### src/rtl/mem_access.sv
// RV64 memory-access stage: issues one data-memory request per load/store,
// aligns and extends load data, and hands one registered retire to writeback.
module mem_access (
  input  logic        clk,
  input  logic        resetn,
  input  logic        ex_valid_i,
  output logic        ex_ready_o,
  input  logic [63:0] alu_res_i,
  input  logic [63:0] store_data_i,
  input  logic [1:0]  mem_op_i,
  input  logic [1:0]  mem_size_i,
  input  logic        mem_unsigned_i,
  input  logic [4:0]  rd_i,
  input  logic        rd_we_i,
  output logic        dmem_req_valid_o,
  input  logic        dmem_req_ready_i,
  output logic [63:0] dmem_req_addr_o,
  output logic        dmem_req_we_o,
  output logic [63:0] dmem_req_wdata_o,
  output logic [7:0]  dmem_req_wstrb_o,
  input  logic        dmem_rsp_valid_i,
  input  logic [63:0] dmem_rsp_rdata_i,
  output logic        wb_valid_o,
  output logic [4:0]  wb_rd_o,
  output logic        wb_we_o,
  output logic [63:0] wb_data_o,
  output logic        wb_misalign_o
);

  localparam logic [1:0] S_IDLE   = 2'd0;
  localparam logic [1:0] S_REQ    = 2'd1;
  localparam logic [1:0] S_WAIT   = 2'd2;
  localparam logic [1:0] OP_LOAD  = 2'd1;
  localparam logic [1:0] OP_STORE = 2'd2;

  logic [1:0]  state_q, state_d;
  logic [63:0] addr_q, addr_d;
  logic [63:0] wdata_q, wdata_d;
  logic [7:0]  wstrb_q, wstrb_d;
  logic        store_q, store_d;
  logic [1:0]  size_q, size_d;
  logic        uns_q, uns_d;
  logic [4:0]  rd_q, rd_d;
  logic        rd_we_q, rd_we_d;
  logic        wb_valid_q, wb_valid_d;
  logic [4:0]  wb_rd_q, wb_rd_d;
  logic        wb_we_q, wb_we_d;
  logic [63:0] wb_data_q, wb_data_d;
  logic        wb_mis_q, wb_mis_d;

  logic        is_mem;
  logic        is_store;
  logic        mis;

  function automatic logic misaligned(input logic [1:0] size, input logic [2:0] a);
    case (size)
      2'd1:    misaligned = a[0];
      2'd2:    misaligned = |a[1:0];
      2'd3:    misaligned = |a[2:0];
      default: misaligned = 1'b0;
    endcase
  endfunction

  function automatic logic [7:0] store_strb(input logic [1:0] size, input logic [2:0] off);
    case (size)
      2'd0:    store_strb = 8'h01 << off;
      2'd1:    store_strb = 8'h03 << off;
      2'd2:    store_strb = 8'h0F << off;
      default: store_strb = 8'hFF;
    endcase
  endfunction

  // Lane select by shifting the addressed byte down to bit 0, then extend.
  function automatic logic [63:0] load_extend(input logic [63:0] rdata, input logic [2:0] off,
                                              input logic [1:0] size, input logic uns);
    logic [63:0] sh;
    sh = rdata >> {off, 3'b000};
    case (size)
      2'd0:    load_extend = uns ? {56'd0, sh[7:0]}  : {{56{sh[7]}}, sh[7:0]};
      2'd1:    load_extend = uns ? {48'd0, sh[15:0]} : {{48{sh[15]}}, sh[15:0]};
      2'd2:    load_extend = uns ? {32'd0, sh[31:0]} : {{32{sh[31]}}, sh[31:0]};
      default: load_extend = sh;
    endcase
  endfunction

  assign is_mem   = (mem_op_i == OP_LOAD) || (mem_op_i == OP_STORE);
  assign is_store = (mem_op_i == OP_STORE);
  assign mis      = misaligned(mem_size_i, alu_res_i[2:0]);

  always_comb begin
    state_d    = state_q;
    addr_d     = addr_q;
    wdata_d    = wdata_q;
    wstrb_d    = wstrb_q;
    store_d    = store_q;
    size_d     = size_q;
    uns_d      = uns_q;
    rd_d       = rd_q;
    rd_we_d    = rd_we_q;
    wb_valid_d = 1'b0;
    wb_rd_d    = wb_rd_q;
    wb_we_d    = wb_we_q;
    wb_data_d  = wb_data_q;
    wb_mis_d   = wb_mis_q;
    case (state_q)
      S_IDLE: begin
        if (ex_valid_i) begin
          if (!is_mem) begin
            wb_valid_d = 1'b1;
            wb_rd_d    = rd_i;
            wb_we_d    = rd_we_i && (rd_i != 5'd0);
            wb_data_d  = alu_res_i;
            wb_mis_d   = 1'b0;
          end else if (mis) begin
            wb_valid_d = 1'b1;
            wb_rd_d    = rd_i;
            wb_we_d    = 1'b0;
            wb_data_d  = alu_res_i;
            wb_mis_d   = 1'b1;
          end else begin
            state_d = S_REQ;
            addr_d  = alu_res_i;
            store_d = is_store;
            wdata_d = is_store ? (store_data_i << {alu_res_i[2:0], 3'b000}) : 64'd0;
            wstrb_d = is_store ? store_strb(mem_size_i, alu_res_i[2:0]) : 8'h00;
            size_d  = mem_size_i;
            uns_d   = mem_unsigned_i;
            rd_d    = rd_i;
            rd_we_d = rd_we_i && !is_store && (rd_i != 5'd0);
          end
        end
      end
      S_REQ: begin
        if (dmem_req_ready_i) begin
          if (store_q) begin
            state_d    = S_IDLE;
            wb_valid_d = 1'b1;
            wb_rd_d    = rd_q;
            wb_we_d    = 1'b0;
            wb_data_d  = addr_q;
            wb_mis_d   = 1'b0;
          end else begin
            state_d = S_WAIT;
          end
        end
      end
      S_WAIT: begin
        if (dmem_rsp_valid_i) begin
          state_d    = S_IDLE;
          wb_valid_d = 1'b1;
          wb_rd_d    = rd_q;
          wb_we_d    = rd_we_q;
          wb_data_d  = load_extend(dmem_rsp_rdata_i, addr_q[2:0], size_q, uns_q);
          wb_mis_d   = 1'b0;
        end
      end
      default: state_d = S_IDLE;
    endcase
  end

  always_ff @(posedge clk or negedge resetn) begin
    if (!resetn) begin
      state_q    <= S_IDLE;
      addr_q     <= '0;
      wdata_q    <= '0;
      wstrb_q    <= '0;
      store_q    <= 1'b0;
      size_q     <= '0;
      uns_q      <= 1'b0;
      rd_q       <= '0;
      rd_we_q    <= 1'b0;
      wb_valid_q <= 1'b0;
      wb_rd_q    <= '0;
      wb_we_q    <= 1'b0;
      wb_data_q  <= '0;
      wb_mis_q   <= 1'b0;
    end else begin
      state_q    <= state_d;
      addr_q     <= addr_d;
      wdata_q    <= wdata_d;
      wstrb_q    <= wstrb_d;
      store_q    <= store_d;
      size_q     <= size_d;
      uns_q      <= uns_d;
      rd_q       <= rd_d;
      rd_we_q    <= rd_we_d;
      wb_valid_q <= wb_valid_d;
      wb_rd_q    <= wb_rd_d;
      wb_we_q    <= wb_we_d;
      wb_data_q  <= wb_data_d;
      wb_mis_q   <= wb_mis_d;
    end
  end

  assign ex_ready_o       = (state_q == S_IDLE);
  assign dmem_req_valid_o = (state_q == S_REQ);
  assign dmem_req_addr_o  = {addr_q[63:3], 3'b000};
  assign dmem_req_we_o    = store_q;
  assign dmem_req_wdata_o = wdata_q;
  assign dmem_req_wstrb_o = wstrb_q;
  assign wb_valid_o       = wb_valid_q;
  assign wb_rd_o          = wb_rd_q;
  assign wb_we_o          = wb_we_q;
  assign wb_data_o        = wb_data_q;
  assign wb_misalign_o    = wb_mis_q;

endmodule

### config.mk
export PLATFORM = sky130hd
export DESIGN_NAME = mem_access
export DESIGN_NICKNAME = d
export VERILOG_FILES = /design/src/rtl/mem_access.sv
export SDC_FILE = /design/constraint.sdc
export NUM_CORES = 1
export LEC_CHECK = 0
export BUFFER_PORTS_ARGS = -buffer_cell sky130_fd_sc_hd__buf_2
export CAP_MARGIN = 5
export CORE_MARGIN = 2
export CORE_UTILIZATION = 45
export CTS_BUF_LIST = sky130_fd_sc_hd__clkbuf_2
export DETAILED_ROUTE_END_ITERATION = 7
export PLACE_DENSITY = 0.84
export SKIP_LAST_GASP = 1
export SLEW_MARGIN = 20
export SYNTH_ARGS = -nofsm -noshare
export SYNTH_HDL_FRONTEND = slang
export SYNTH_SLANG_ARGS = --single-unit
### constraint.sdc
create_clock -name clk -period 4.4 [get_ports clk]
set_input_delay 0.88 -clock clk [delete_from_list [all_inputs] [get_ports clk]]
set_output_delay 0.88 -clock clk [all_outputs]
set_load 0.02 [all_outputs]
==> results of run 1 <==
## power groups by stage
stage                     Combinational (mW)  Sequential [mW]  Clock [mW]
final                                   6.59             3.58        1.57
after global routing                    7.05             3.67        1.71
after CTS                               6.53             3.57        1.60
after detailed placement                6.51             3.60           0
after global placement                  6.35             3.57           0
after floorplan                         4.28             3.90           0
## critical path: stages, from the launching register on
cell and delay (ps):
dfrtp_1 430, inv_1 110, ha_1 570, inv_1 220, o221ai_1 530, a2111o_2 680, nor2_1 110, buf_4 230
a221oi_1 320
## cell usage in the layout (no fill, tap or decap), types with 10 or more instances in the layout
cell type | synthesis | layout
nor2b_1 | 15 | 15
o21a_1 | 10 | 10
nand2_1 | 139 | 138
o22ai_1 | 39 | 39
a22oi_1 | 43 | 43
a21o_1 | 16 | 16
clkbuf_2 | 0 | 81
a31oi_1 | 17 | 17
mux2i_1 | 64 | 64
dfrtp_1 | 220 | 219
a22o_1 | 11 | 11
a211oi_1 | 16 | 16
mux4_2 | 24 | 24
a21oi_1 | 68 | 68
nand3_1 | 11 | 10
mux2_2 | 101 | 101
buf_4 | 64 | 24
clkinv_1 | 0 | 20
nor2_1 | 109 | 108
o22a_1 | 11 | 11
o31ai_1 | 27 | 27
a221oi_1 | 29 | 29
o21ai_0 | 117 | 117
inv_1 | 16 | 15
or2_2 | 12 | 12
and2_1 | 10 | 10
buf_2 | 16 | 414
ha_1 | 12 | 11
o221ai_1 | 21 | 21
## cells in the mapped netlist, types with 10 or more instances
master / number
mux2_2: 101
a221oi_1: 29
o31ai_1: 27
a21o_1: 16
buf_1: 13
o221ai_1: 21
o22a_1: 11
mux4_2: 24
nand2_1: 139
a22oi_1: 43
a31oi_1: 17
a21oi_1: 68
nor2b_1: 15
mux2i_1: 64
o22ai_1: 39
ha_1: 12
inv_1: 16
nand3_1: 11
a211oi_1: 16
buf_4: 64
nor2_1: 109
and2_1: 10
o21ai_0: 117
clkbuf_1: 94
o21a_1: 10
dfrtp_1: 220
a22o_1: 11
or2_2: 12
buf_2: 16
## flip-flops by register name, summed over array words and instances (netlist names)
signal and count:
addr_q 64, dmem_req_wdata_o 64, dmem_req_we_o 1, dmem_req_wstrb_o 8
rd_q 5, rd_we_q 1, size_q 2, state_q 2
uns_q 1, wb_data_o 64, wb_misalign_o 1, wb_rd_o 5
wb_valid_o 1, wb_we_o 1
## stage by stage
step | instance area [µm²] | total power [mW] | worst slack (ps) | utilization | hold slack (ps)
6_report | 16000 | 11.7 | 1080 | 0.542 | 209
5_1_grt | 16000 | 12.4 | 837 | 0.542 | 161
4_1_cts | 16000 | 11.7 | 1080 | 0.542 | 147
3_5_place_dp | 15400 | 10.1 | 852 | 0.522 | 466
3_3_place_gp | 15400 | 9.92 | 972 | 0.521 | 456
2_1_floorplan | 13400 | 8.18 | 1470 | - | 448
## what timing repair did
action	in CTS	in global routing
gates resized for setup	0	0
endpoints found under the hold margin	65	0
hold buffers	1	0
## per-layer routing
layer	track usage	wire, µm	vias up	part of all wire
li1	-	-	5809	-
met1	0.367	18300	6410	0.35
met2	0.563	25900	858	0.49
met3	0.0878	5290	184	0.10
met4	0.187	3050	6	0.058
met5	0	44	-	0.00084
## final timing paths
check,end,slack (ps),cells past startpoint
min reg2reg,dmem_req_wstrb_o[7]$_DFFE_PN0P_,490,2
max in group asynchronous,dmem_req_wdata_o[29]$_DFFE_PN0P_,2750,3
min,addr_q[5]$_DFFE_PN0P_,210,2
min in group asynchronous,wb_data_o[51]$_DFFE_PN0P_,550,2
max,wb_data_o[20]$_DFFE_PN0P_,1080,8
max reg2reg,wb_data_o[20]$_DFFE_PN0P_,1080,8
## kinds of logic (layout without fill, tap and decap cells)
logic type                 count (synthesis)  count (layout)  share of synthesized area
other                                      1               6                   0.000279
DFF                                      220             220                      0.410
AOI/OAI and AO/OA                        464             464                      0.232
and+or+nand+nor                          312             312                     0.0981
buffers and inverters                    203             573                     0.0761
adders and majority gates                 12              12                     0.0112
muxes                                    189             189                      0.173
## area by class of cell
cell class / instances / area (µm²)
well taps: 390 / 488
fillers: 2724 / 13500
clock buffers: 81 / 405
multi-input cells: 980 / 6930
flip-flops and latches: 220 / 5510
clock inverters: 30 / 176
diodes: 3 / 7.51
inverters: 16 / 60.1
repair buffers: 446 / 2400
==> impl_metrics.sql, run 1 <==
INSERT INTO impl_metrics (metric_group, metric, value, unit) VALUES
('drt', 'via_count_normalized_by_instance_count', '6.13', ''),
('power', 'worst_ir_drop_vdd', '0.000578', 'V'),
('setup_path', 'critical_path_peak_fanout', '35', ''),
('job', 'max_cap_violations', '0', ''),
('global_routing', 'grt_pass1_wl', '78.0', 'mm'),
('power', 'power_switching_share', '0.492', ''),
('timing', 'finClkSkew', '84.4', 'ps'),
('synth', 'post-synth-top-area-cell', 'dfrtp_1', ''),
('drt', 'wl', '52.6', 'mm'),
('clocking', 'clk_latency', '910', 'ps'),
('die', 'chipWidth', '177', 'µm'),
('min_path', 'min_path_type', 'in -> reg', ''),
('min_path', 'hold_path.startpoint', 'alu_res_i[5]', ''),
('power', 'switching_power', '5.78', 'mW'),
('synth', 'post_synth.cell_area_avg', '9.58', 'µm²'),
('timing', 'relSlewSlack', '0.321', ''),
('die', 'fp.dieArea', '31200', 'µm²'),
('clocking', 'cts_setup_buffers', '0', ''),
('global_routing', 'grt_antenna_before_repair', '6', ''),
('outcome', 'run_status', 'completed', ''),
('power', 'static-leakage-power', '7.55', 'nW'),
('clocking', 'cts_root_buf', 'clkbuf_2', ''),
('synth', 'synth.ff_latch_count', '220', ''),
('global_routing', 'global_route.usage.total', '0.327', ''),
('place', 'gpl_congestion', '0.968', ''),
('synth', 'synth_area', '13400', 'µm²'),
('timing', 'post-route-period-util', '0.754', ''),
('synth', 'synth_sequential_area_ratio', '0.410', ''),
('timing', 'tightest_slew', '1020', 'ps'),
('setup_path', 'critPathLaunch', 'state_q[1]$_DFFE_PN0P_', ''),
('global_routing', 'first_global_vias', '13200', ''),
('drt', 'route.antenna.remaining_nets', '0', ''),
('global_routing', 'grt_max_degree', '83', ''),
('clocking', 'cts_buffers', '60', ''),
('setup_path', 'worstPathArrival', '4050', 'ps'),
('setup_path', 'worst-setup-path-type', 'reg -> reg', ''),
('timing', 'final_count_of_pins_violating_max_slew', '0', ''),
('synth', 'synthesis.instances', '1401', ''),
('die', 'fp.dieH', '177', 'µm'),
('global_routing', 'total_gr_overflow', '0', ''),
('power', 'power.share.sequential', '0.305', ''),
('power', 'internal_power', '5.96', 'mW'),
('synth', 'yosysWarnings', '0', ''),
('final_layout', 'final_layout_size_suffix_gt1_frac', '0.385', ''),
('timing', 'fmax', '302', 'MHz'),
('clocking', 'clkTransAtPathRegs', '110', 'ps'),
('clocking', 'cts.sinks', '220', ''),
('final_layout', 'post_layout_nonfiller_instances', '2166', ''),
('synth', 'synth-edff-count', '0', ''),
('clocking', 'h-tree-depth', '2', ''),
('drt', 'wl_per_cell', '24.3', 'µm'),
('setup_path', 'start_kind', 'register', ''),
('die', 'start_util', '0.455', ''),
('drt', 'route.detailed.drc', '0', ''),
('timing', 'final_period_minus_worst_setup_slack', '3320', 'ps'),
('drt', 'detailroute.via_count', '13300', ''),
('timing', 'rsz0062_at_grt', 'no', ''),
('die', 'core_area', '29500', 'µm²'),
('drt', 'detailedRoute.firstIterationViolations', '1267', ''),
('die', 'std_cell_rows', '63', ''),
('place', 'dp.final_hpwl', '38.7', 'mm'),
('synth', 'share_of_synthesized_registers_carrying_an_async_set_or_reset', '1.00', ''),
('setup_path', 'cp_data_required_time', '5140', 'ps'),
('synth', 'yosys.area.top_type_share', '0.410', ''),
('synth', 'synthDistinctLibCells', '53', ''),
('die', 'ios', '419', ''),
('place', 'place.port_buffers', '415', ''),
('final_layout', 'area_delta_synth_final', '19.0', '%'),
('place', 'dp.cells', '2051', ''),
('timing', 'hold_viol', '0', ''),
('synth', 'yosys-top-cells-area', 'dfrtp_1 (41%), mux2_2 (8.5%), mux2i_1 (4.8%), o21ai_0 (4.4%), mux4_2 (4.0%)', ''),
('setup_path', 'worst_setup_path_end_kind', 'register', ''),
('power', 'comb_power_share', '0.561', ''),
('power', 'power_per_cell_area', '735', 'nW/µm²'),
('timing', 'finalSetupViolCount', '0', ''),
('clocking', 'cts.path.max_buffers', '3', ''),
('timing', 'tns', '0', 'ps'),
('final_layout', 'nNetsFinal', '1944', ''),
('synth', 'synth_ff_type', 'dfrtp_1', ''),
('setup_path', 'timing.rr.start', 'state_q[1]$_DFFE_PN0P_', ''),
('drt', 'firstDrtPassIters', '5', ''),
('power', 'power_share_of_the_clock_group', '0.133', ''),
('clocking', 'tritoncts', 'built', '');
No activity file was read; power rests on OpenSTA's default activity.
==> inputs of run 2 (changes only) <==
--- a/config.mk
+++ b/config.mk
@@ -11,7 +11,7 @@
 export CORE_UTILIZATION = 45
 export CTS_BUF_LIST = sky130_fd_sc_hd__clkbuf_2
 export DETAILED_ROUTE_END_ITERATION = 7
-export PLACE_DENSITY = 0.84
+export PLACE_DENSITY = 0.86
 export SKIP_LAST_GASP = 1
 export SLEW_MARGIN = 20
 export SYNTH_ARGS = -nofsm -noshare
==> constraint.sdc (replaced) <==
create_clock -name clk -period 2.77 [get_ports clk]
set_input_delay 0.554 -clock clk [delete_from_list [all_inputs] [get_ports clk]]
set_output_delay 0.554 -clock clk [all_outputs]
set_load 0.02 [all_outputs]
==> run 2 against run 1 <==
  * Combinational power increased by 68%
  * Sequential share of layout area is 2.6 points lower
  * Non-clock buffer count up 129
  * Flip-flop and latch count unchanged
  * Via count is 5.3% higher
  * Largest cell class unchanged
  * Total power grew 63%
  * Clock power rose by 56%
==> impl_metrics.sql, run 2 (same netlist as run 1, synthesis figures left out) <==
INSERT INTO impl_metrics (metric_group, metric, value, unit) VALUES
('place', 'dp.final_hpwl', '40.0', 'mm'),
('clocking', 'h-tree-depth', '2', ''),
('setup_path', 'worst_setup_path_end_kind', 'output port', ''),
('final_layout', 'area_delta_synth_final', '28.5', '%'),
('drt', 'firstDrtPassIters', '7', ''),
('setup_path', 'crit_slowest_cell', 'dfrtp_1', ''),
('die', 'std_cell_rows', '63', ''),
('timing', 'rsz0062_at_grt', 'no', ''),
('global_routing', 'grt_max_degree', '75', ''),
('drt', 'wl_per_cell', '24.0', 'µm'),
('timing', 'final_count_of_pins_violating_max_slew', '0', ''),
('final_layout', 'final_cell_mix', 'buf_2 (414), dfrtp_1 (219), nand2_1 (139), o21ai_0 (117), nor2_1 (108)', ''),
('drt', 'wl', '55.1', 'mm'),
('clocking', 'cts.sinks', '220', ''),
('timing', 'finalSetupViolCount', '0', ''),
('timing', 'fmax', '393', 'MHz'),
('timing', 'tns', '0', 'ps'),
('setup_path', 'worst-setup-path-type', 'reg -> out', ''),
('die', 'chipWidth', '177', 'µm'),
('global_routing', 'total_gr_overflow', '0', ''),
('timing', 'post-route-period-util', '0.919', ''),
('final_layout', 'post-route-cell-area', '17300', 'µm²'),
('die', 'start_util', '0.455', ''),
('clocking', 'cts_buffers', '61', ''),
('setup_path', 'critical_path_peak_fanout', '12', ''),
('drt', 'route.antenna.remaining_nets', '0', ''),
('setup_path', 'critical_path_buf_inv_count', '3', ''),
('timing', 'hold_viol', '0', ''),
('drt', 'route.detailed.drc', '0', ''),
('global_routing', 'grt_antenna_before_repair', '5', ''),
('setup_path', 'cp_data_required_time', '2220', 'ps'),
('outcome', 'run_status', 'completed', ''),
('setup_path', 'crit_path_cell_trace', 'inv_1 > ha_1 > buf_4 > buf_2', ''),
('power', 'switching_power', '9.34', 'mW'),
('die', 'fp.dieH', '177', 'µm'),
('die', 'fp.dieArea', '31200', 'µm²'),
('timing', 'finClkSkew', '70.1', 'ps'),
('job', 'max_cap_violations', '0', ''),
('die', 'core_area', '29500', 'µm²'),
('setup_path', 'start_kind', 'register', ''),
('power', 'static-leakage-power', '8.18', 'nW'),
('power', 'internal_power', '9.82', 'mW'),
('clocking', 'cts.path.max_buffers', '3', ''),
('drt', 'detailroute.via_count', '14000', ''),
('final_layout', 'layout_commonest_cell', 'buf_2', ''),
('timing', 'relSlewSlack', '0.464', ''),
('power', 'power.share.sequential', '0.292', ''),
('die', 'ios', '419', ''),
('place', 'gpl_congestion', '0.964', ''),
('clocking', 'clk_latency', '900', 'ps'),
('final_layout', 'fillers', '2541', ''),
('setup_path', 'cp_top_family', 'buffers and inverters', ''),
('global_routing', 'global_route.usage.total', '0.342', ''),
('clocking', 'cts_root_buf', 'clkbuf_2', ''),
('place', 'place.port_buffers', '415', ''),
('setup_path', 'worstPathArrival', '1990', 'ps'),
('setup_path', 'worst_path_largest_cell_delay', '450', 'ps'),
('drt', 'via_count_normalized_by_instance_count', '6.10', ''),
('power', 'power_share_of_the_clock_group', '0.128', ''),
('final_layout', 'final_layout_size_suffix_gt1_frac', '0.389', ''),
('clocking', 'tritoncts', 'built', ''),
('place', 'post_detailed_placement_cell_area', '15900', 'µm²'),
('power', 'comb_power_share', '0.580', ''),
('drt', 'detailedRoute.firstIterationViolations', '1195', ''),
('clocking', 'clkTransAtPathRegs', '110', 'ps'),
('power', 'worst_ir_drop_vdd', '0.000705', 'V'),
('power', 'power_per_cell_area', '1110', 'nW/µm²'),
('power', 'power_switching_share', '0.488', ''),
('clocking', 'post_cts.resized_instances', '0', ''),
('timing', 'final_period_minus_worst_setup_slack', '2550', 'ps'),
('global_routing', 'first_global_vias', '14000', ''),
('timing', 'tightest_slew', '802', 'ps'),
('min_path', 'min_path_type', 'in -> reg', ''),
('global_routing', 'grt_pass1_wl', '81.3', 'mm'),
('final_layout', 'nNetsFinal', '2074', '');
==> run 2: changes by cell type in the layout (fill, tap and decap cells not counted) <==
| cell | previous run | this run |
|---|---|---|
| buf_4 | 24 | 63 |
| clkinv_4 | 0 | 1 |
| diode_2 | 3 | 2 |
| clkinv_2 | 6 | 3 |
| nand2_1 | 138 | 139 |
| buf_12 | 6 | 17 |
| nand2_2 | 1 | 0 |
| clkbuf_2 | 81 | 92 |
| inv_2 | 2 | 1 |
| dlygate4sd3_1 | 1 | 80 |
| clkinv_1 | 20 | 10 |
| bufinv_16 | 2 | 1 |
==> run 2: layout make-up <==
type | instances | area [µm²] | area share
inverter | 16 | 60.1 | 0.00348
multi-input combinational | 980 | 6930 | 0.402
antenna | 2 | 5.00 | 0.000290
clock inverter | 16 | 98.8 | 0.00573
tap | 390 | 488 | 0.0283
timing repair buffer | 575 | 3700 | 0.215
clock buffer | 92 | 460 | 0.0267
sequential | 220 | 5510 | 0.319
==> run 2: power groups by stage <==
stage	clock (mW)	sequential (mW)	combinational, mW
final	2.45	5.60	11.1
after detailed placement	0	5.61	10.8
after CTS	2.48	5.56	10.9
after global placement	0	5.57	10.5
after global routing	2.65	5.71	11.8
after floorplan	0	6.20	6.80
==> run 2: worst paths after layout <==
kind	start	endpoint	slack, ps	depth (start not counted)
min	dmem_rsp_rdata_i[62]	wb_data_o[62]$_DFFE_PN0P_	100	3
min in group asynchronous	resetn	wb_data_o[35]$_DFFE_PN0P_	240	2
max	state_q[1]$_DFFE_PN0P_	dmem_req_valid_o	220	4
max reg2reg	addr_q[0]$_DFFE_PN0P_	wb_data_o[28]$_DFFE_PN0P_	240	8
min reg2reg	dmem_req_wdata_o[47]$_DFFE_PN0P_	dmem_req_wdata_o[47]$_DFFE_PN0P_	480	2
max in group asynchronous	resetn	rd_q[4]$_DFFE_PN0P_	1570	3
==> run 2: tightest hold or removal path, delay by kind of cell <==
kind	cells	cell delay, ps
buffers and inverters	1	160
AOI/OAI and AO/OA	2	220
==> run 2: through the flow <==
stage / power (mW) / setup slack (ps) / instances / utilization / hold slack, ps
2_1_floorplan: 13.0 / 161 / 1403 / - / 258
3_3_place_gp: 16.1 / -5.95 / 2101 / 0.539 / 455
3_5_place_dp: 16.4 / -123 / 2101 / 0.539 / 466
4_1_cts: 19.0 / 122 / 2289 / 0.585 / 20.2
5_1_grt: 20.2 / 30.8 / 2291 / 0.585 / 51.7
6_report: 19.2 / 223 / 2291 / 0.585 / 96.0
==> run 2: per-layer routing <==
metal	vias to the layer above	share of wire	GRT usage
met5	-	0.00056	0
met4	6	0.065	0.205
met3	234	0.099	0.0842
met2	933	0.48	0.586
met1	6722	0.35	0.384
li1	6070	-	-
==> run 2: timing repair <==
| item | 4_1_cts | 5_1_grt |
|---|---|---|
| hold buffers | 80 | 0 |
| hold endpoints to repair | 169 | 0 |
| setup buffers | 0 | 0 |
==> inputs of run 3 (changes only) <==
--- a/config.mk
+++ b/config.mk
@@ -7,7 +7,7 @@
 export LEC_CHECK = 0
 export BUFFER_PORTS_ARGS = -buffer_cell sky130_fd_sc_hd__buf_2
 export CAP_MARGIN = 5
-export CORE_MARGIN = 2
+export CORE_MARGIN = 10
 export CORE_UTILIZATION = 45
 export CTS_BUF_LIST = sky130_fd_sc_hd__clkbuf_2
 export DETAILED_ROUTE_END_ITERATION = 7
==> run 3 against run 2 <==
  * Via count is 1.3% higher
  * Sequential power is 2% higher
  * Worst hold slack better by 10 ps
  * Worst setup slack worse by 39 ps
  * Critical path type is now reg -> reg
  * Critical endpoint is now wb_data_o[33]$_DFFE_PN0P_
  * Largest power group unchanged
==> impl_metrics.sql, run 3 (same netlist as run 1, synthesis figures left out) <==
INSERT INTO impl_metrics (metric_group, metric, value, unit) VALUES
('setup_path', 'critical_path.most_common_cell', 'buf_4', ''),
('setup_path', 'cp-endpoint', 'wb_data_o[33]$_DFFE_PN0P_', ''),
('setup_path', 'worst_path_largest_cell_delay', '650', 'ps'),
('timing', 'finClkSkew', '78.7', 'ps'),
('final_layout', 'fillers', '2533', ''),
('die', 'ios', '419', ''),
('timing', 'hold_viol', '0', ''),
('drt', 'route.antenna.remaining_nets', '0', ''),
('power', 'internal_power', '10.1', 'mW'),
('power', 'fin_total_pwr', '19.6', 'mW'),
('global_routing', 'grt_max_degree', '73', ''),
('place', 'dp.final_hpwl', '44.0', 'mm'),
('final_layout', 'reg_area', '5510', 'µm²'),
('setup_path', 'crit_path_cell_trace', 'buf_4 > nor2b_1 > o2bb2ai_1 > mux2i_1 > o41ai_4 > buf_4 > o221ai_1 > a31oi_1', ''),
('setup_path', 'ff2ff_setup_slack', '180', 'ps'),
('place', 'gpl_congestion', '0.999', ''),
('final_layout', 'area_delta_synth_final', '30.3', '%'),
('place', 'place.port_buffers', '415', ''),
('global_routing', 'grt_antenna_before_repair', '7', ''),
('final_layout', 'area_of_combinational_cells_with_multiple_inputs', '6940', 'µm²'),
('timing', 'final_period_minus_worst_setup_slack', '2590', 'ps'),
('setup_path', 'start_kind', 'register', ''),
('clocking', 'clk_latency', '930', 'ps'),
('die', 'fp.dieH', '193', 'µm'),
('setup_path', 'worstPathArrival', '3430', 'ps'),
('drt', 'wl', '58.4', 'mm'),
('global_routing', 'global_route.usage.total', '0.302', ''),
('global_routing', 'first_global_vias', '14500', ''),
('setup_path', 'worst-setup-path-type', 'reg -> reg', ''),
('global_routing', 'grt_pass1_wl', '86.3', 'mm'),
('die', 'fp.dieArea', '37100', 'µm²'),
('setup_path', 'timing.rr.start', 'addr_q[0]$_DFFE_PN0P_', ''),
('outcome', 'run_status', 'completed', ''),
('timing', 'finalSetupViolCount', '0', ''),
('timing', 'rsz0062_at_grt', 'no', ''),
('job', 'max_cap_violations', '0', ''),
('drt', 'wl_per_cell', '25.2', 'µm'),
('clocking', 'cts.path.max_buffers', '3', ''),
('final_layout', 'final_cell_mix', 'buf_2 (414), dfrtp_1 (219), nand2_1 (139), o21ai_0 (117), nor2_1 (108)', ''),
('final_layout', 'final_layout_size_suffix_gt1_frac', '0.391', ''),
('setup_path', 'critPathLaunch', 'addr_q[0]$_DFFE_PN0P_', ''),
('setup_path', 'crit-reg2reg-capture', 'wb_data_o[33]$_DFFE_PN0P_', ''),
('drt', 'detailedRoute.firstIterationViolations', '1541', ''),
('final_layout', 'nNetsFinal', '2095', ''),
('timing', 'tightest_slew', '907', 'ps'),
('setup_path', 'cp_data_required_time', '3610', 'ps'),
('setup_path', 'critical_path_peak_fanout', '20', ''),
('drt', 'via_count_normalized_by_instance_count', '6.12', ''),
('clocking', 'h-tree-depth', '2', ''),
('die', 'chipWidth', '193', 'µm'),
('setup_path', 'worst_setup_path_end_kind', 'register', ''),
('power', 'comb_power_share', '0.578', ''),
('timing', 'fmax', '387', 'MHz'),
('clocking', 'cts_buffers', '59', ''),
('drt', 'route.detailed.drc', '0', ''),
('die', 'core_area', '29600', 'µm²'),
('power', 'power.share.sequential', '0.290', ''),
('timing', 'relSlewSlack', '0.394', ''),
('power', 'power_switching_share', '0.483', ''),
('min_path', 'min_path_type', 'in -> reg', ''),
('power', 'power_share_of_the_clock_group', '0.132', ''),
('power', 'static-leakage-power', '8.30', 'nW'),
('clocking', 'post_cts.resized_instances', '0', ''),
('final_layout', 'layout_commonest_cell', 'buf_2', ''),
('die', 'start_util', '0.454', ''),
('clocking', 'cts_root_buf', 'clkbuf_2', ''),
('clocking', 'cts.sinks', '220', ''),
('power', 'switching_power', '9.46', 'mW'),
('setup_path', 'ff_to_ff_path_depth', '8', ''),
('place', 'dp.cells', '2124', ''),
('power', 'power_per_cell_area', '1120', 'nW/µm²'),
('timing', 'final_count_of_pins_violating_max_slew', '0', ''),
('power', 'worst_ir_drop_vdd', '0.000819', 'V'),
('clocking', 'clkTransAtPathRegs', '150', 'ps'),
('global_routing', 'total_gr_overflow', '0', ''),
('clocking', 'tritoncts', 'built', ''),
('final_layout', 'post_layout_nonfiller_instances', '2313', ''),
('timing', 'post-route-period-util', '0.934', ''),
('die', 'std_cell_rows', '63', ''),
('setup_path', 'crit_slowest_cell', 'dfrtp_4', ''),
('min_path', 'min_delay_path_depth', '3', ''),
('drt', 'firstDrtPassIters', '6', ''),
('drt', 'detailroute.via_count', '14100', '');
==> run 3: cell count changes in the layout (fill, tap and decap cells not counted), moves of 2 or more <==
cell       previous run  this run
buf_4                63        84
clkbuf_2             92        84
clkinv_1             10        17
clkinv_2              3         0
buf_12               17        19
bufinv_16             1         3
diode_2               2         4
==> run 3: worst min-delay path by stage <==
| stage | start | to | slack, ps |
|---|---|---|---|
| 6_report | rd_we_i | rd_we_q$_DFFE_PN0P_ | 110 |
| 5_1_grt | rd_we_i | rd_we_q$_DFFE_PN0P_ | 20 |
| 4_1_cts | mem_op_i[0] | wb_misalign_o$_DFFE_PN0P_ | 60 |
| 3_5_place_dp | dmem_req_wdata_o[56]$_DFFE_PN0P_ | dmem_req_wdata_o[56]$_DFFE_PN0P_ | 460 |
| 3_3_place_gp | dmem_req_wdata_o[56]$_DFFE_PN0P_ | dmem_req_wdata_o[56]$_DFFE_PN0P_ | 460 |
| 2_1_floorplan | resetn | addr_q[0]$_DFFE_PN0P_ | 260 |
==> run 3: repair_timing <==
item	in CTS	in global routing
hold buffers	80	0
setup buffers	0	0
hold endpoints to repair	172	0
==> run 3: layout make-up <==
class	count	share of cell area
antenna	4	0.000572
clock buffer	84	0.0240
clock inverter	21	0.00923
inverter	16	0.00343
multi-input combinational	980	0.397
sequential	220	0.315
tap	390	0.0279
timing repair buffer	598	0.223
==> run 3: power groups by stage <==
stage          clock (mW)  combinational (mW)  sequential, mW
2_1_floorplan           0                6.80            6.20
3_3_place_gp            0                10.8            5.65
3_5_place_dp            0                11.1            5.68
4_1_cts              2.58                11.2            5.63
5_1_grt              2.79                12.1            5.81
6_report             2.58                11.3            5.69
==> run 3: routing by layer <==
layer  track usage  routed length [µm]  up-vias
li1              -                   -     6099
met1         0.333               20000     6789
met2         0.511               28100     1041
met3        0.0936                7030      211
met4         0.161                3260        6
met5             0                  38        -
==> run 3: critical path, delay by kind of cell, from the launching register on <==
| family | cells | cell delay [ps] |
|---|---|---|
| simple gates | 1 | 180 |
| compound gates | 4 | 960 |
| flops | 1 | 650 |
| mux | 1 | 210 |
| buf+inv | 2 | 550 |
==> run 3: per-stage QoR <==
stage	hold slack, ps	area, µm²	setup TNS [ps]	setup WS (ps)	util
2_1_floorplan	258	13400	0	161	-
3_3_place_gp	456	16100	-767	-48.6	0.545
3_5_place_dp	461	16100	-3570	-175	0.545
4_1_cts	60.3	17500	0	120	0.591
5_1_grt	23.3	17500	0	46.9	0.591
6_report	106	17500	0	184	0.592
